<file path="src/rtl/fetch_pkg.sv">
// Shared definitions for the fetch next-PC generator.
// pc_width : PC/offset width in bits, derived from the instruction size in bytes.
// cnt_width: width of an occupancy counter that can hold 0..depth inclusive.
// Each fetch_pc_gen instance builds its queue-entry struct {pc, pred_next}
// (2*pc_width bits) locally, because the PC width is a per-instance parameter.
package fetch_pkg;

  function automatic int unsigned pc_width(input int unsigned instr_size_byte);
    return instr_size_byte * 8;
  endfunction

  function automatic int unsigned entry_width(input int unsigned instr_size_byte);
    return 2 * pc_width(instr_size_byte);
  endfunction

  function automatic int unsigned cnt_width(input int unsigned depth);
    return $clog2(depth) + 1;
  endfunction

endpackage

</file>
<file path="src/rtl/fetch_pc_gen_if.sv">
// Fetch-side bundle between fetch_pc_gen and its environment.
// Carries the predictor fetch port (pc, nop, taken, offset), the stall input,
// the execute resolution inputs, the predictor update (exe) port, the flush
// pulse, the statistics counters and the underflow flag.
// master: the fetch_pc_gen side. slave: predictor/execute/environment side.
interface fetch_pc_gen_if #(
  parameter int unsigned W = 32
) ();
  logic         in_stall;
  logic [W-1:0] out_fetch_pc;
  logic         out_fetch_nop;
  logic         in_pred_taken;
  logic [W-1:0] in_pred_offset;
  logic         in_res_valid;
  logic         in_res_is_branch;
  logic         in_res_taken;
  logic [W-1:0] in_res_offset;
  logic [W-1:0] out_exe_pc;
  logic         out_exe_nop;
  logic         out_exe_branch_taken;
  logic [W-1:0] out_exe_branch_offset;
  logic         out_flush;
  logic [31:0]  out_branch_cnt;
  logic [31:0]  out_mispredict_cnt;
  logic         out_underflow_err;

  modport master (
    input  in_stall, in_pred_taken, in_pred_offset,
    input  in_res_valid, in_res_is_branch, in_res_taken, in_res_offset,
    output out_fetch_pc, out_fetch_nop,
    output out_exe_pc, out_exe_nop, out_exe_branch_taken, out_exe_branch_offset,
    output out_flush, out_branch_cnt, out_mispredict_cnt, out_underflow_err
  );

  modport slave (
    output in_stall, in_pred_taken, in_pred_offset,
    output in_res_valid, in_res_is_branch, in_res_taken, in_res_offset,
    input  out_fetch_pc, out_fetch_nop,
    input  out_exe_pc, out_exe_nop, out_exe_branch_taken, out_exe_branch_offset,
    input  out_flush, out_branch_cnt, out_mispredict_cnt, out_underflow_err
  );
endinterface

</file>
<file path="src/rtl/pred_queue.sv">
// In-order prediction queue: synchronous FIFO with clear.
// Ports: clk/rst_n (async active-low), clear_i (empties the queue, wins over
// push), push_i/wdata_i, pop_i, rdata_o (combinational head), count_o.
// Depth must be a power of 2 so the pointers wrap naturally.
module pred_queue import fetch_pkg::*; #(
  parameter int unsigned Width = 64,
  parameter int unsigned Depth = 8
) (
  input  logic                        clk,
  input  logic                        rst_n,
  input  logic                        clear_i,
  input  logic                        push_i,
  input  logic                        pop_i,
  input  logic [Width-1:0]            wdata_i,
  output logic [Width-1:0]            rdata_o,
  output logic [cnt_width(Depth)-1:0] count_o
);
  localparam int unsigned PtrW = $clog2(Depth);
  localparam int unsigned CntW = cnt_width(Depth);
  localparam logic [CntW-1:0] DepthCnt = CntW'(Depth);

  logic [Width-1:0] mem_q [Depth];
  logic [PtrW-1:0]  wptr_q, rptr_q;
  logic [CntW-1:0]  count_q;
  logic             do_push, do_pop;

  always_comb begin
    do_pop  = pop_i && (count_q != '0);
    // A push into a full queue is only legal alongside a pop.
    do_push = push_i && !clear_i && ((count_q != DepthCnt) || do_pop);
  end

  always_ff @(posedge clk or negedge rst_n) begin
    if (!rst_n) begin
      wptr_q  <= '0;
      rptr_q  <= '0;
      count_q <= '0;
    end else if (clear_i) begin
      wptr_q  <= '0;
      rptr_q  <= '0;
      count_q <= '0;
    end else begin
      if (do_push) wptr_q <= wptr_q + PtrW'(1);
      if (do_pop)  rptr_q <= rptr_q + PtrW'(1);
      unique case ({do_push, do_pop})
        2'b10:   count_q <= count_q + CntW'(1);
        2'b01:   count_q <= count_q - CntW'(1);
        default: count_q <= count_q;
      endcase
    end
  end

  // Storage needs no reset; only entries below count_q are ever consumed.
  always_ff @(posedge clk) begin
    if (do_push) mem_q[wptr_q] <= wdata_i;
  end

  assign rdata_o = mem_q[rptr_q];
  assign count_o = count_q;

endmodule

</file>
<file path="src/rtl/fetch_pc_gen.sv">
// Fetch-stage next-PC generator sitting in front of the pshare predictor.
// Ports: clk, rst_n (async active-low), bus (fetch_pc_gen_if.master):
//   fetch port  out_fetch_pc/out_fetch_nop, consumes in_pred_taken/in_pred_offset
//               in the same cycle; in_stall holds fetch.
//   resolution  in_res_* resolves the oldest in-flight instruction.
//   update port out_exe_* registered one cycle after a popped branch.
//   status      out_flush pulse, branch/mispredict counters, sticky underflow.
module fetch_pc_gen import fetch_pkg::*; #(
  parameter int unsigned                              INSTR_SIZE_BYTE = 4,
  parameter logic [pc_width(INSTR_SIZE_BYTE)-1:0]     RESET_PC        = '0,
  parameter int unsigned                              PQ_DEPTH        = 8
) (
  input  logic          clk,
  input  logic          rst_n,
  fetch_pc_gen_if.master bus
);
  localparam int unsigned W    = pc_width(INSTR_SIZE_BYTE);
  localparam int unsigned CntW = cnt_width(PQ_DEPTH);
  localparam logic [W-1:0]    Step     = W'(INSTR_SIZE_BYTE);
  localparam logic [CntW-1:0] DepthCnt = CntW'(PQ_DEPTH);

  typedef struct packed {
    logic [W-1:0] pc;
    logic [W-1:0] pred_next;
  } entry_t;

  entry_t          head, push_entry;
  logic [CntW-1:0] count;
  logic            pop, mis, fetch_en;
  logic [W-1:0]    actual_next, pred_next, pc_d;

  logic [W-1:0] pc_q;
  logic         flush_q;
  logic         exe_nop_q;
  logic [W-1:0] exe_pc_q;
  logic         exe_taken_q;
  logic [W-1:0] exe_offset_q;
  logic [31:0]  branch_cnt_q, mis_cnt_q;
  logic         underflow_q;

  always_comb begin
    pop         = bus.in_res_valid && (count != '0);
    actual_next = (bus.in_res_is_branch && bus.in_res_taken) ? head.pc + bus.in_res_offset
                                                             : head.pc + Step;
    mis         = pop && (actual_next != head.pred_next);
    // rst_n keeps out_fetch_nop high while reset is held.
    fetch_en    = rst_n && !bus.in_stall && !mis && ((count < DepthCnt) || pop);
    pred_next   = bus.in_pred_taken ? pc_q + bus.in_pred_offset : pc_q + Step;
    push_entry  = '{pc: pc_q, pred_next: pred_next};
    pc_d        = pc_q;
    if (mis)           pc_d = actual_next;
    else if (fetch_en) pc_d = pred_next;
  end

  pred_queue #(
    .Width (2 * W),
    .Depth (PQ_DEPTH)
  ) u_queue (
    .clk     (clk),
    .rst_n   (rst_n),
    .clear_i (mis),
    .push_i  (fetch_en),
    .pop_i   (pop),
    .wdata_i (push_entry),
    .rdata_o (head),
    .count_o (count)
  );

  always_ff @(posedge clk or negedge rst_n) begin
    if (!rst_n) begin
      pc_q         <= RESET_PC;
      flush_q      <= 1'b0;
      exe_nop_q    <= 1'b1;
      exe_pc_q     <= '0;
      exe_taken_q  <= 1'b0;
      exe_offset_q <= '0;
      branch_cnt_q <= '0;
      mis_cnt_q    <= '0;
      underflow_q  <= 1'b0;
    end else begin
      pc_q      <= pc_d;
      flush_q   <= mis;
      exe_nop_q <= !(pop && bus.in_res_is_branch);
      if (pop && bus.in_res_is_branch) begin
        exe_pc_q     <= head.pc;
        exe_taken_q  <= bus.in_res_taken;
        exe_offset_q <= bus.in_res_offset;
        branch_cnt_q <= branch_cnt_q + 32'd1;
      end
      if (mis) mis_cnt_q <= mis_cnt_q + 32'd1;
      if (bus.in_res_valid && (count == '0)) underflow_q <= 1'b1;
    end
  end

  assign bus.out_fetch_pc          = pc_q;
  assign bus.out_fetch_nop         = !fetch_en;
  assign bus.out_exe_pc            = exe_pc_q;
  assign bus.out_exe_nop           = exe_nop_q;
  assign bus.out_exe_branch_taken  = exe_taken_q;
  assign bus.out_exe_branch_offset = exe_offset_q;
  assign bus.out_flush             = flush_q;
  assign bus.out_branch_cnt        = branch_cnt_q;
  assign bus.out_mispredict_cnt    = mis_cnt_q;
  assign bus.out_underflow_err     = underflow_q;

endmodule

</file>
<file path="src/flat_wrapper.sv">
// flat-port wrapper written by rule: the top's interface ports become plain ports
module fetch_pc_gen_flat import fetch_pkg::*;
#(
  parameter int unsigned                              INSTR_SIZE_BYTE = 4,
  parameter logic [pc_width(INSTR_SIZE_BYTE)-1:0]     RESET_PC        = '0,
  parameter int unsigned                              PQ_DEPTH        = 8
)
  (clk, rst_n, bus_in_stall, bus_in_pred_taken, bus_in_pred_offset, bus_in_res_valid, bus_in_res_is_branch, bus_in_res_taken, bus_in_res_offset, bus_out_fetch_pc, bus_out_fetch_nop, bus_out_exe_pc, bus_out_exe_nop, bus_out_exe_branch_taken, bus_out_exe_branch_offset, bus_out_flush, bus_out_branch_cnt, bus_out_mispredict_cnt, bus_out_underflow_err);
  fetch_pc_gen_if #(.W(32)) bus_i ();
  input  logic clk;
  input  logic rst_n;
  input wire logic [$bits(bus_i.in_stall)-1:0] bus_in_stall;
  input wire logic [$bits(bus_i.in_pred_taken)-1:0] bus_in_pred_taken;
  input wire logic [$bits(bus_i.in_pred_offset)-1:0] bus_in_pred_offset;
  input wire logic [$bits(bus_i.in_res_valid)-1:0] bus_in_res_valid;
  input wire logic [$bits(bus_i.in_res_is_branch)-1:0] bus_in_res_is_branch;
  input wire logic [$bits(bus_i.in_res_taken)-1:0] bus_in_res_taken;
  input wire logic [$bits(bus_i.in_res_offset)-1:0] bus_in_res_offset;
  output wire logic [$bits(bus_i.out_fetch_pc)-1:0] bus_out_fetch_pc;
  output wire logic [$bits(bus_i.out_fetch_nop)-1:0] bus_out_fetch_nop;
  output wire logic [$bits(bus_i.out_exe_pc)-1:0] bus_out_exe_pc;
  output wire logic [$bits(bus_i.out_exe_nop)-1:0] bus_out_exe_nop;
  output wire logic [$bits(bus_i.out_exe_branch_taken)-1:0] bus_out_exe_branch_taken;
  output wire logic [$bits(bus_i.out_exe_branch_offset)-1:0] bus_out_exe_branch_offset;
  output wire logic [$bits(bus_i.out_flush)-1:0] bus_out_flush;
  output wire logic [$bits(bus_i.out_branch_cnt)-1:0] bus_out_branch_cnt;
  output wire logic [$bits(bus_i.out_mispredict_cnt)-1:0] bus_out_mispredict_cnt;
  output wire logic [$bits(bus_i.out_underflow_err)-1:0] bus_out_underflow_err;
  assign bus_i.in_stall = bus_in_stall;
  assign bus_i.in_pred_taken = bus_in_pred_taken;
  assign bus_i.in_pred_offset = bus_in_pred_offset;
  assign bus_i.in_res_valid = bus_in_res_valid;
  assign bus_i.in_res_is_branch = bus_in_res_is_branch;
  assign bus_i.in_res_taken = bus_in_res_taken;
  assign bus_i.in_res_offset = bus_in_res_offset;
  assign bus_out_fetch_pc = bus_i.out_fetch_pc;
  assign bus_out_fetch_nop = bus_i.out_fetch_nop;
  assign bus_out_exe_pc = bus_i.out_exe_pc;
  assign bus_out_exe_nop = bus_i.out_exe_nop;
  assign bus_out_exe_branch_taken = bus_i.out_exe_branch_taken;
  assign bus_out_exe_branch_offset = bus_i.out_exe_branch_offset;
  assign bus_out_flush = bus_i.out_flush;
  assign bus_out_branch_cnt = bus_i.out_branch_cnt;
  assign bus_out_mispredict_cnt = bus_i.out_mispredict_cnt;
  assign bus_out_underflow_err = bus_i.out_underflow_err;
  fetch_pc_gen #(.INSTR_SIZE_BYTE(INSTR_SIZE_BYTE), .RESET_PC(RESET_PC), .PQ_DEPTH(PQ_DEPTH)) u_core (.clk(clk), .rst_n(rst_n), .bus(bus_i));
endmodule
</file>
<file path="config.mk">
export PLATFORM = sky130hd
export DESIGN_NAME = fetch_pc_gen_flat
export DESIGN_NICKNAME = d
export VERILOG_FILES = /design/src/rtl/fetch_pkg.sv /design/src/rtl/fetch_pc_gen_if.sv /design/src/rtl/pred_queue.sv /design/src/rtl/fetch_pc_gen.sv /design/src/flat_wrapper.sv
export SDC_FILE = /design/constraint.sdc
export NUM_CORES = 1
export LEC_CHECK = 0
export ABC_AREA = 1
export BUFFER_PORTS_ARGS = -buffer_cell sky130_fd_sc_hd__buf_2
export CAP_MARGIN = 30
export CORE_ASPECT_RATIO = 1.5
export CORE_MARGIN = 1.5
export CORE_UTILIZATION = 60
export CTS_CLUSTER_DIAMETER = 50
export DETAILED_ROUTE_END_ITERATION = 16
export GPL_TIMING_DRIVEN = 0
export PLACE_DENSITY_LB_ADDON = 0.12
export SYNTH_ARGS = -nofsm -noshare
export SYNTH_HDL_FRONTEND = slang
export SYNTH_SLANG_ARGS = --single-unit
</file>
<file path="constraint.sdc">
create_clock -name clk -period 13.15 [get_ports clk]
set_clock_uncertainty 0.2 [all_clocks]
set_input_delay 0 -clock clk [delete_from_list [all_inputs] [get_ports clk]]
set_output_delay 0 -clock clk [all_outputs]
set_load 0.02 [all_outputs]
</file>
# ---- Word level (Yosys, flattened, before mapping)
# Memories as Yosys holds them, arrays and structs flattened.
# Cells that the tools add are included.
dict set report word_totals {
  ff_bits 174
  ram_bits 512
  inputBits 71
  out_inout_bits 165
  memories 1
}
dict set report op_classes {
  addsub 10
  magnitude_cmp 1
  eq_ne 4
  muxes 12
  n_reduce_logical 23
}
# name depth word_bits read_ports rd_clocked_by_memory_dff write_ports line
set mem_list {}
lappend mem_list {u_core.u_queue.mem_q 8 64 1 0 1 pred_queue.sv:22} ;# logic [Width-1:0] mem_q [Depth];
# operator n
set op_table {}
lappend op_table {{$mux W32} 4}
lappend op_table {{$add A32 B1 Y32 const B} 2}
lappend op_table {{$add A32 B3 Y32 const B} 2}
lappend op_table {{$add A32 B32 Y32} 2}
lappend op_table {{$ne A32 B32 Y1} 1}
lappend op_table {{$mux W3} 4}
lappend op_table {{$logic_and A1 B1 Y1} 11}
lappend op_table {{$pmux W4 S2} 1}
lappend op_table {{$add A3 B1 Y3 const B} 2}
lappend op_table {{$reduce_bool A2 Y1} 3}
lappend op_table {{$add A4 B1 Y4 const B} 1}
lappend op_table {{$logic_not A1 Y1} 4}
lappend op_table {{$logic_not A4 Y1} 1}
lappend op_table {{$lt A4 B4 Y1 const B} 1}
lappend op_table {{$mux W4} 1}
lappend op_table {{$ne A4 B4 Y1 const B} 1}
lappend op_table {{$reduce_bool A4 Y1} 1}
lappend op_table {{$sub A4 B1 Y4 const B} 1}
lappend op_table {{$reduce_bool A3 Y1} 1}
lappend op_table {{$eq A2 B1 Y1 const B} 1}
lappend op_table {{$eq A2 B2 Y1 const B} 1}
lappend op_table {{$logic_or A1 B1 Y1} 2}
lappend op_table {{$mux W1} 2}

# ---- Longest topological paths before layout
# Gate-level depths: netlist (run 1).
# An unclocked memory read counts as a cell.
dict set report logic_depth {
  depth_word 13
  mapped_depth 39
  mapped_depth_nobuf 36
}

# ---- By module
# From an unflattened synthesis (run 1), not the netlist that was laid out.
dict set report hier_totals {
  hier_cells 3793
  area_unflattened_um2 34617.0
}
# module instances cells_each area_each_um2 seq_area_each_um2
set by_module_without_submodules {}
lappend by_module_without_submodules {pred_queue 1 1536 20358.3 15625.0}
lappend by_module_without_submodules {fetch_pc_gen 1 2257 14258.7 4105.2}

# ---- Worst setup path before layout (run 1)
# No wires, ideal clock.
dict set report synth_path {
  kind {reg2reg}
  startpoint {register u_core.u_queue.rptr_q[0]}
  endpoint {memory u_core.u_queue.mem_q[6][0], enable pin}
  setup_ns 0.565
  arrival_ns 8.144
  setup_slack_ns 4.241
  stages_incl_launch_ff 33
  path_buffers 3
  synth_period_minus_slack_ns 8.909
  cell_sequence {dfrtp_1 buf_6 buf_2 buf_4 o21ai_0 o211ai_1 and2_1 ha_1 inv_1 fa_1 inv_1 nand3_1 nand2_1 a21oi_1 o21ai_0 nand2_1 nand2_1 nand2_1 nand2_1 nand2_1 nand3_1 nand2_1 nand2_1 nand2_1 nor2_1 nand2_1 nor2_1 nand3_2 nand2_4 nand2_4 clkinv_2 nand2_2 nor3_1}
}
# element line
set synth_lines {}
lappend synth_lines {{start, declared} pred_queue.sv:23} ;# logic [PtrW-1:0] wptr_q, rptr_q;
lappend synth_lines {{start signal, assigned} pred_queue.sv:44} ;# if (do_pop) rptr_q <= rptr_q + PtrW'(1);
lappend synth_lines {{end, declared} pred_queue.sv:22}

==> impl_metrics.xml, run 1 <==
<?xml version="1.0" encoding="UTF-8"?>
<metrics>
  <group name="global_route">
    <metric name="initial_antenna_violation_count" unit="">2</metric>
    <metric name="grt_use_total" unit="%">40.5</metric>
    <metric name="grt_remaining_overflow" unit="">0</metric>
    <metric name="grt_start_max_net_pins" unit="">88</metric>
    <metric name="grt_first_pass_wirelength" unit="mm">179</metric>
    <metric name="grt_pass1_vias" unit="">29600</metric>
  </group>
  <group name="floorplanning">
    <metric name="fp.dieArea" unit="um^2">59900</metric>
    <metric name="rows" unit="">108</metric>
    <metric name="die-width" unit="um">200</metric>
    <metric name="die_y" unit="um">299</metric>
    <metric name="ios" unit="">236</metric>
    <metric name="core" unit="um^2">57800</metric>
    <metric name="initial_core_util" unit="%">60.6</metric>
  </group>
  <group name="route">
    <metric name="drt-total-wl" unit="mm">122</metric>
    <metric name="dr.pass1.iters" unit="">6</metric>
    <metric name="drt_first_iter_violations" unit="">3695</metric>
    <metric name="remaining_drc_errors" unit="">0</metric>
    <metric name="detailroute.via_count" unit="">30500</metric>
    <metric name="route.detailed.vias_per_inst" unit="">5.91</metric>
    <metric name="routed_wire_length_per_instance" unit="um">23.6</metric>
    <metric name="ant_nets" unit="">0</metric>
  </group>
  <group name="finish">
    <metric name="antenna-diode-count" unit="">0</metric>
    <metric name="nFillCells" unit="">4413</metric>
    <metric name="layout.cells.most_common_list" unit="">sky130_fd_sc_hd__nand2_1 (1351), sky130_fd_sc_hd__edfxtp_1 (512), sky130_fd_sc_hd__inv_1 (389), sky130_fd_sc_hd__nand3_1 (320), sky130_fd_sc_hd__buf_2 (310)</metric>
    <metric name="final_common_cell" unit="">sky130_fd_sc_hd__nand2_1</metric>
    <metric name="share_of_post_route_cells_with_drive_strength_above_1" unit="%">12.1</metric>
    <metric name="layout_area_overhead" unit="%">16.6</metric>
    <metric name="final_net_count" unit="">4486</metric>
  </group>
  <group name="pwr">
    <metric name="power_leakage" unit="nW">18.3</metric>
    <metric name="overall_power_consumption" unit="mW">9.88</metric>
    <metric name="clockPowerShare" unit="%">20.2</metric>
    <metric name="power.switching" unit="mW">4.58</metric>
    <metric name="vdd_drop_max" unit="mV">0.159</metric>
    <metric name="intPower" unit="mW">5.30</metric>
    <metric name="seq_power_share" unit="%">32.3</metric>
    <metric name="share_comb_of_total_power" unit="%">47.5</metric>
    <metric name="power_switching_share" unit="%">46.4</metric>
    <metric name="power_density" unit="nW/um^2">241</metric>
  </group>
  <group name="clocking">
    <metric name="cts_tree" unit="">yes</metric>
    <metric name="clockBufferDepth" unit="">3</metric>
    <metric name="cts_made_buffers" unit="">66</metric>
    <metric name="worst_setup_hold_path_clk_slew" unit="ns">0.06</metric>
    <metric name="cts.sink_count" unit="">686</metric>
    <metric name="ctsHoldBuffers" unit="">76</metric>
    <metric name="clk_latency" unit="ns">0.65</metric>
    <metric name="cts_repair_resize_count" unit="">0</metric>
    <metric name="htree_num_levels" unit="">3</metric>
    <metric name="postCtsSetupRepairBufs" unit="">0</metric>
    <metric name="ctsRootBufferMaster" unit="">sky130_fd_sc_hd__clkbuf_16</metric>
  </group>
  <group name="worst_setup_path">
    <metric name="timing.critical_path.required" unit="ns">13.29</metric>
    <metric name="cp_max_fanout" unit="">13</metric>
    <metric name="crit_type" unit="">flip-flop to flip-flop</metric>
    <metric name="cp-start-kind" unit="">flip-flop</metric>
    <metric name="cpPeakStageDelay" unit="ns">0.68</metric>
    <metric name="crit_top_cell" unit="">sky130_fd_sc_hd__nand2_1</metric>
    <metric name="regToRegSetupSlack" unit="ns">4.91</metric>
    <metric name="cp_num_buf_inv" unit="">9</metric>
    <metric name="cp_num_cells" unit="">34</metric>
    <metric name="setup.worst_path.end_class" unit="">flip-flop</metric>
    <metric name="crit_family" unit="">simple AND/OR/NAND/NOR gates</metric>
    <metric name="critPathArrivalTime" unit="ns">8.38</metric>
    <metric name="critical_path_s_slowest_cell" unit="">sky130_fd_sc_hd__o21ai_0</metric>
    <metric name="worst_r2r_path_depth" unit="">34</metric>
  </group>
  <group name="min_path">
    <metric name="worst_hold_path.num_cells" unit="">5</metric>
    <metric name="holdCritPathClass" unit="">input pin to flip-flop</metric>
  </group>
  <group name="timing">
    <metric name="grt_setup_unrepaired" unit="">no</metric>
    <metric name="timing.max_slew.rel_slack" unit="%">11.1</metric>
    <metric name="worst_slack" unit="ns">4.91</metric>
    <metric name="final.period_utilization" unit="%">62.7</metric>
    <metric name="setup_viol" unit="">0</metric>
    <metric name="fin_tns_setup" unit="ns">0</metric>
    <metric name="final-max-slew-violation-count" unit="">0</metric>
    <metric name="post_route_worst_hold_slack" unit="ns">0.00438</metric>
    <metric name="max_slew.worst_pin.slew" unit="ns">1.32</metric>
    <metric name="layout_min_cycle_time" unit="ns">8.24</metric>
    <metric name="fmaxAchievable" unit="MHz">121</metric>
    <metric name="final_hold_viol_count" unit="">0</metric>
  </group>
  <group name="job">
    <metric name="maxCapViolCount" unit="">0</metric>
  </group>
  <group name="placement">
    <metric name="routabilityCongestion" unit="">1.08</metric>
    <metric name="dp_hpwl" unit="mm">89.0</metric>
    <metric name="post-place-ws" unit="ns">5.26</metric>
    <metric name="numPortBuffers" unit="">234</metric>
  </group>
  <group name="synthesis">
    <metric name="synth_fp_nets" unit="">4066</metric>
    <metric name="syn_inst" unit="">3922</metric>
    <metric name="synth.ff_latch_count" unit="">686</metric>
    <metric name="synth-edff-count" unit="">512</metric>
    <metric name="synth.avg_cell_area" unit="um^2">8.94</metric>
    <metric name="synthesis.area" unit="um^2">35100</metric>
    <metric name="postSynth.topFlopCell" unit="">sky130_fd_sc_hd__edfxtp_1</metric>
    <metric name="yosysSeqAreaShare" unit="%">56.3</metric>
    <metric name="synth_cell_type_count" unit="">56</metric>
    <metric name="yosysWarningCount" unit="">0</metric>
    <metric name="asyncSetResetFlopFracSynth" unit="%">25.4</metric>
  </group>
  <group name="run_status">
    <metric name="run_status" unit="">finished, final reports clean</metric>
  </group>
</metrics>
[layout make-up]
type,count,area (um^2),share of cell area [%]
buffer,145,768,1.88
tap,770,963,2.36
sequential,686,19700,48.2
inverter,400,1500,3.67
clock buffer,87,1870,4.58
timing repair buffer,352,2570,6.28
clock inverter,33,370,0.906
multi-input combinational,2691,13100,32.1
[flip-flops by register name, summed over array words and instances (netlist names)]
signal                            cells
u_core.u_queue.mem_q                512
u_core.bus.out_exe_nop                1
u_core.bus.out_underflow_err          1
u_core.u_queue.count_o                4
u_core.bus.out_branch_cnt            32
u_core.bus.out_mispredict_cnt        32
u_core.u_queue.rptr_q                 3
u_core.bus.out_exe_branch_taken       1
u_core.bus.out_exe_branch_offset     32
u_core.bus.out_flush                  1
u_core.u_queue.wptr_q                 3
u_core.bus.out_exe_pc                32
u_core.bus.out_fetch_pc              32
[worst min-delay path, cell delays in order]
cell,delay (ns)
sky130_fd_sc_hd__clkbuf_1,0.31
sky130_fd_sc_hd__nand2_1,0.16
sky130_fd_sc_hd__o21ai_0,0.11
sky130_fd_sc_hd__nand2_1,0.10
sky130_fd_sc_hd__o221ai_1,0.09
[cells by family (layout without fill, tap and decap cells)]
| kind of cell | Yosys count | count (layout) | synth area share (%) |
|---|---|---|---|
| AND/OR/NAND/NOR | 2058 | 2058 | 24.2 |
| flip-flops | 686 | 686 | 56.3 |
| buffers and inverters | 545 | 1017 | 6.48 |
| AO/OA/AOI/OAI | 463 | 463 | 7.99 |
| XOR/XNOR | 95 | 95 | 2.37 |
| adder cells (fa/ha/maj) | 73 | 73 | 2.67 |
| multiplexers | 2 | 2 | 0.0571 |
[power by group through the flow]
| stage | sequential [mW] | clock [mW] | combinational (mW) |
|---|---|---|---|
| floorplan | 3.31 | 0 | 2.71 |
| global placement | 3.22 | 0 | 4.42 |
| detailed placement | 3.22 | 0 | 4.50 |
| CTS | 3.18 | 1.99 | 4.55 |
| global route | 3.22 | 2.07 | 5.05 |
| finish | 3.19 | 1.99 | 4.70 |
[path summary, 6_finish.rpt]
check,from,endpoint
max reg2reg,u_core.u_queue.rptr_q[1],u_core.u_queue.mem_q[7][17]
max in group asynchronous,rst_n,u_core.u_queue.count_o[2]
min,bus_in_pred_taken,u_core.bus.out_fetch_pc[20]
max,u_core.u_queue.rptr_q[1],u_core.u_queue.mem_q[7][17]
min reg2reg,u_core.bus.out_branch_cnt[31],u_core.bus.out_branch_cnt[31]
min in group asynchronous,rst_n,u_core.bus.out_exe_nop
[per-layer routing]
metal | track usage, % | vias up | wire length (um)
met5 | 0 | - | 11
met4 | 28.3 | 2 | 9550
met3 | 6.97 | 477 | 11400
met2 | 70.7 | 1812 | 60000
met1 | 45.2 | 14300 | 40700
li1 | - | 13900 | -
[synth_stat cells, types with 4 or more instances]
master | count | area [um^2]
sky130_fd_sc_hd__o21bai_1 | 7 | 52.6
sky130_fd_sc_hd__buf_2 | 68 | 340
sky130_fd_sc_hd__nand3_1 | 320 | 1600
sky130_fd_sc_hd__a21oi_1 | 167 | 836
sky130_fd_sc_hd__inv_1 | 389 | 1460
sky130_fd_sc_hd__o211ai_1 | 23 | 173
sky130_fd_sc_hd__edfxtp_1 | 512 | 15400
sky130_fd_sc_hd__buf_1 | 14 | 52.6
sky130_fd_sc_hd__a221oi_1 | 8 | 70.1
sky130_fd_sc_hd__nor4_1 | 11 | 68.8
sky130_fd_sc_hd__clkbuf_1 | 39 | 146
sky130_fd_sc_hd__o21ai_0 | 142 | 711
sky130_fd_sc_hd__o21ai_1 | 12 | 60.1
sky130_fd_sc_hd__a22oi_1 | 5 | 37.5
sky130_fd_sc_hd__ha_1 | 70 | 876
sky130_fd_sc_hd__a31oi_1 | 12 | 75.1
sky130_fd_sc_hd__nor2_1 | 254 | 953
sky130_fd_sc_hd__xor2_1 | 66 | 578
sky130_fd_sc_hd__o221ai_1 | 16 | 140
sky130_fd_sc_hd__nand4_1 | 31 | 194
sky130_fd_sc_hd__a32oi_1 | 5 | 43.8
sky130_fd_sc_hd__inv_2 | 9 | 33.8
sky130_fd_sc_hd__nor3_1 | 37 | 185
sky130_fd_sc_hd__a21o_1 | 8 | 60.1
sky130_fd_sc_hd__xnor2_1 | 29 | 254
sky130_fd_sc_hd__nor2_4 | 4 | 45.0
sky130_fd_sc_hd__nand3b_1 | 11 | 82.6
sky130_fd_sc_hd__buf_6 | 13 | 146
sky130_fd_sc_hd__a32o_1 | 38 | 380
sky130_fd_sc_hd__or2_2 | 12 | 75.1
sky130_fd_sc_hd__and3_1 | 4 | 25.0
sky130_fd_sc_hd__buf_4 | 11 | 82.6
sky130_fd_sc_hd__nand2_1 | 1351 | 5070
sky130_fd_sc_hd__nor2_2 | 10 | 62.6
sky130_fd_sc_hd__dfrtp_1 | 173 | 4330
sky130_fd_sc_hd__nand2_4 | 4 | 45.0
[per-stage QoR]
stage / cells / utilization, % / cell area (um^2)
final: 5164 / 70.7 / 40900
after floorplan: 3922 / - / 35100
after global routing: 5164 / 70.7 / 40900
after global placement: 4926 / 64.3 / 37200
after detailed placement: 4957 / 65.4 / 37800
after CTS: 5153 / 70.6 / 40800
Power figures use the tool's default switching activity.
==> inputs of run 2 (changes only) <==
ABC_AREA = 0   (was 1)
clock period = 8.4 ns   (was 13.15 ns; I/O delays follow)
==> impl_metrics.xml, run 2 <==
<?xml version="1.0" encoding="UTF-8"?>
<metrics>
  <group name="run_status">
    <metric name="run_status" unit="">finished, final reports clean</metric>
  </group>
  <group name="worst_setup_path">
    <metric name="crit_type" unit="">flip-flop to flip-flop</metric>
    <metric name="worstSetupStartpoint" unit="">u_core.u_queue.rptr_q[0]</metric>
    <metric name="cp-start-kind" unit="">flip-flop</metric>
    <metric name="critPathArrivalTime" unit="ns">8.46</metric>
    <metric name="timing.critical_path.required" unit="ns">8.75</metric>
    <metric name="cp_max_fanout" unit="">10</metric>
    <metric name="crit_top_cell" unit="">sky130_fd_sc_hd__buf_2</metric>
    <metric name="critical_path_s_slowest_cell" unit="">sky130_fd_sc_hd__a2111oi_1</metric>
    <metric name="cpPeakStageDelay" unit="ns">0.60</metric>
    <metric name="timing.rr.start" unit="">u_core.u_queue.rptr_q[0]</metric>
    <metric name="setup.worst_path.end_class" unit="">flip-flop</metric>
  </group>
  <group name="clocking">
    <metric name="cts_tree" unit="">yes</metric>
    <metric name="clockBufferDepth" unit="">3</metric>
    <metric name="cts_made_buffers" unit="">66</metric>
    <metric name="htree_num_levels" unit="">3</metric>
    <metric name="worst_setup_hold_path_clk_slew" unit="ns">0.07</metric>
    <metric name="ctsRootBufferMaster" unit="">sky130_fd_sc_hd__clkbuf_16</metric>
    <metric name="cts.sink_count" unit="">686</metric>
    <metric name="clk_latency" unit="ns">0.63</metric>
  </group>
  <group name="floorplanning">
    <metric name="core" unit="um^2">55700</metric>
    <metric name="fp.dieArea" unit="um^2">57800</metric>
    <metric name="initial_core_util" unit="%">60.7</metric>
    <metric name="rows" unit="">106</metric>
    <metric name="die_y" unit="um">294</metric>
    <metric name="die-width" unit="um">197</metric>
    <metric name="ios" unit="">236</metric>
  </group>
  <group name="synthesis">
    <metric name="synth.area.top_cells" unit="">sky130_fd_sc_hd__edfxtp_1 (45%), sky130_fd_sc_hd__dfrtp_1 (13%), sky130_fd_sc_hd__mux4_2 (8.2%)</metric>
    <metric name="synth_fp_nets" unit="">2634</metric>
    <metric name="synth.ff_latch_count" unit="">686</metric>
    <metric name="synthesis.area" unit="um^2">33800</metric>
    <metric name="post_synth_most_frequent_cells" unit="">sky130_fd_sc_hd__edfxtp_1 (512), sky130_fd_sc_hd__nand2_1 (311), sky130_fd_sc_hd__dfrtp_1 (173), sky130_fd_sc_hd__xnor2_1 (137), sky130_fd_sc_hd__mux2i_1 (129)</metric>
    <metric name="asyncSetResetFlopFracSynth" unit="%">25.4</metric>
    <metric name="synth_cell_type_count" unit="">97</metric>
    <metric name="synth-edff-count" unit="">512</metric>
    <metric name="postSynth.topFlopCell" unit="">sky130_fd_sc_hd__edfxtp_1</metric>
    <metric name="netlist.area_leader.share" unit="%">45.5</metric>
    <metric name="yosysTopAreaCell" unit="">sky130_fd_sc_hd__edfxtp_1</metric>
    <metric name="yosysWarningCount" unit="">0</metric>
    <metric name="yosysSeqAreaShare" unit="%">58.3</metric>
    <metric name="synth.avg_cell_area" unit="um^2">13.6</metric>
    <metric name="post-synth-top-count-cell" unit="">sky130_fd_sc_hd__edfxtp_1</metric>
    <metric name="syn_inst" unit="">2490</metric>
  </group>
  <group name="pwr">
    <metric name="seq_power_share" unit="%">42.8</metric>
    <metric name="power_leakage" unit="nW">14.9</metric>
    <metric name="share_comb_of_total_power" unit="%">32.9</metric>
    <metric name="vdd_drop_max" unit="mV">0.219</metric>
    <metric name="clockPowerShare" unit="%">24.3</metric>
    <metric name="intPower" unit="mW">7.52</metric>
    <metric name="overall_power_consumption" unit="mW">12.0</metric>
    <metric name="power.switching" unit="mW">4.48</metric>
    <metric name="power_switching_share" unit="%">37.4</metric>
    <metric name="power_density" unit="nW/um^2">300</metric>
  </group>
  <group name="route">
    <metric name="route.detailed.vias_per_inst" unit="">6.61</metric>
    <metric name="remaining_drc_errors" unit="">0</metric>
    <metric name="drt_first_iter_violations" unit="">2417</metric>
    <metric name="ant_nets" unit="">0</metric>
    <metric name="drt-total-wl" unit="mm">108</metric>
    <metric name="dr.pass1.iters" unit="">6</metric>
    <metric name="routed_wire_length_per_instance" unit="um">29.1</metric>
    <metric name="detailroute.via_count" unit="">24500</metric>
  </group>
  <group name="finish">
    <metric name="layout_area_overhead" unit="%">18.3</metric>
    <metric name="utilization" unit="%">71.8</metric>
    <metric name="nFillCells" unit="">3708</metric>
    <metric name="share_of_post_route_cells_with_drive_strength_above_1" unit="%">22.1</metric>
    <metric name="regArea" unit="um^2">19700</metric>
    <metric name="layout.cells.most_common_list" unit="">sky130_fd_sc_hd__edfxtp_1 (512), sky130_fd_sc_hd__nand2_1 (311), sky130_fd_sc_hd__buf_2 (259), sky130_fd_sc_hd__dfrtp_1 (171), sky130_fd_sc_hd__xnor2_1 (137)</metric>
    <metric name="largest_reg_by_ff_count" unit="">u_core.u_queue.mem_q</metric>
    <metric name="final_common_cell" unit="">sky130_fd_sc_hd__edfxtp_1</metric>
    <metric name="multiInputGateArea" unit="um^2">13500</metric>
    <metric name="final_net_count" unit="">3099</metric>
    <metric name="finish.cell_count_without_fillers" unit="">3712</metric>
    <metric name="largest_register_ffs" unit="">512</metric>
  </group>
  <group name="timing">
    <metric name="final.period_utilization" unit="%">96.5</metric>
    <metric name="max_slew.worst_pin.slew" unit="ns">1.15</metric>
    <metric name="final_hold_viol_count" unit="">0</metric>
    <metric name="fmaxAchievable" unit="MHz">123</metric>
    <metric name="layout_min_cycle_time" unit="ns">8.11</metric>
    <metric name="setup_viol" unit="">0</metric>
    <metric name="final-max-slew-violation-count" unit="">0</metric>
    <metric name="fin_tns_setup" unit="ns">0</metric>
    <metric name="timing.max_slew.rel_slack" unit="%">22.4</metric>
    <metric name="post_route_worst_hold_slack" unit="ns">0.00542</metric>
  </group>
  <group name="placement">
    <metric name="routabilityCongestion" unit="">0.959</metric>
    <metric name="dp_hpwl" unit="mm">79.8</metric>
    <metric name="numPortBuffers" unit="">235</metric>
    <metric name="placedCellCount" unit="">3489</metric>
  </group>
  <group name="global_route">
    <metric name="grt_first_pass_wirelength" unit="mm">157</metric>
    <metric name="gr-usage-met2" unit="%">64.1</metric>
    <metric name="initial_antenna_violation_count" unit="">0</metric>
    <metric name="grt_start_max_net_pins" unit="">104</metric>
    <metric name="grt_use_total" unit="%">37.9</metric>
    <metric name="busiest_layer" unit="">met2</metric>
    <metric name="grt_remaining_overflow" unit="">0</metric>
    <metric name="groute.layer.met3.usage" unit="%">6.26</metric>
    <metric name="grt_pass1_vias" unit="">24400</metric>
    <metric name="grt_util_met1" unit="%">46.6</metric>
  </group>
  <group name="job">
    <metric name="maxCapViolCount" unit="">0</metric>
  </group>
  <group name="min_path">
    <metric name="worst_hold_startpoint" unit="">bus_in_res_offset[27]</metric>
    <metric name="holdCritPathClass" unit="">input pin to flip-flop</metric>
  </group>
</metrics>
==> run 2: changes by cell type after synthesis, moves of 19 or more <==
cell / before / now
sky130_fd_sc_hd__xnor2_1: 29 / 137
sky130_fd_sc_hd__nand2b_1: 0 / 28
sky130_fd_sc_hd__nand3_1: 320 / 69
sky130_fd_sc_hd__a32o_1: 38 / 1
sky130_fd_sc_hd__inv_1: 389 / 53
sky130_fd_sc_hd__nand2_1: 1351 / 311
sky130_fd_sc_hd__a21oi_1: 167 / 83
sky130_fd_sc_hd__mux2i_1: 2 / 129
sky130_fd_sc_hd__and3_1: 4 / 34
sky130_fd_sc_hd__nor2_1: 254 / 105
sky130_fd_sc_hd__buf_2: 68 / 27
sky130_fd_sc_hd__mux2_2: 0 / 19
sky130_fd_sc_hd__o21ai_0: 142 / 101
sky130_fd_sc_hd__mux4_2: 0 / 123
==> run 2: worst paths after layout <==
path                            cells past startpoint                              endpoint  slack (ns)
worst max register to register                     28             u_core.u_queue.count_o[3]        0.29
worst min-delay path                                4  u_core.bus.out_exe_branch_offset[27]       0.005
min in group asynchronous                           4     u_core.bus.out_mispredict_cnt[28]        0.35
worst min register to register                      1          u_core.bus.out_underflow_err        0.26
worst max-delay path                               28             u_core.u_queue.count_o[3]        0.29
max in group asynchronous                           4   u_core.bus.out_exe_branch_offset[1]        7.12
==> run 2: per-stage QoR <==
stage / worst slack (ns) / area (um^2)
final: 0.290 / 40000
after global routing: -0.00933 / 40000
after CTS: 0.0166 / 39800
after detailed placement: -2.11 / 36700
after global placement: -7.80 / 35900
after floorplan: -1.17 / 33900
==> run 2: kinds of logic (layout without fill, tap and decap cells) <==
group           after synthesis  count (layout)  synth area share, %
compound gates              389             389                 7.82
mux                         279             279                 13.2
fa+ha+maj                    74              74                 2.80
other cells                   0               1                    0
simple gates                691             691                 9.74
buf+inv                     161             680                 2.53
xor+xnor                    210             210                 5.60
flops                       686             686                 58.3
==> run 2: per-layer routing <==
metal	wire length [um]	vias to the layer above	part of all wire, %
met4	6100	0	5.6
met3	9320	292	8.6
met1	39100	12400	36
met5	0	-	0
li1	-	10400	-
met2	53600	1426	50
==> run 2: power by group through the flow <==
| stage | Clock (mW) | Sequential (mW) | Combinational, mW |
|---|---|---|---|
| after floorplan | 0 | 5.30 | 2.13 |
| after global placement | 0 | 5.16 | 3.58 |
| after detailed placement | 0 | 5.18 | 3.77 |
| after CTS | 2.93 | 5.11 | 3.86 |
| after global routing | 3.05 | 5.19 | 4.22 |
| final | 2.92 | 5.14 | 3.94 |
==> run 2: area by class of cell <==
cell class	count	share of cell area [%]
inverters	55	0.516
repair buffers	400	7.40
plain buffers	103	1.67
clock inverters	28	0.519
clock buffers	94	4.71
diodes	1	0.00626
flip-flops and latches	686	49.3
multi-input cells	1643	33.7
well taps	702	2.20
==> run 2: worst max-delay path: cells and delay by family (launching register included) <==
family	cells	cell delay [ns]
AO/OA/AOI/OAI	12	2.88
XOR/XNOR	1	0.13
AND/OR/NAND/NOR	4	0.88
buffers and inverters	8	2.11
flip-flops	1	0.51
adder cells (fa/ha/maj)	2	0.71
multiplexers	1	0.56
==> run 2: what timing repair did <==
action | CTS | global route
pin swaps | 11 | 2
hold endpoints to repair | 271 | 0
buffers inserted | 13 | 5
resized for setup | 11 | 28
hold buffers | 83 | 0
setup endpoints to repair | 588 | 233
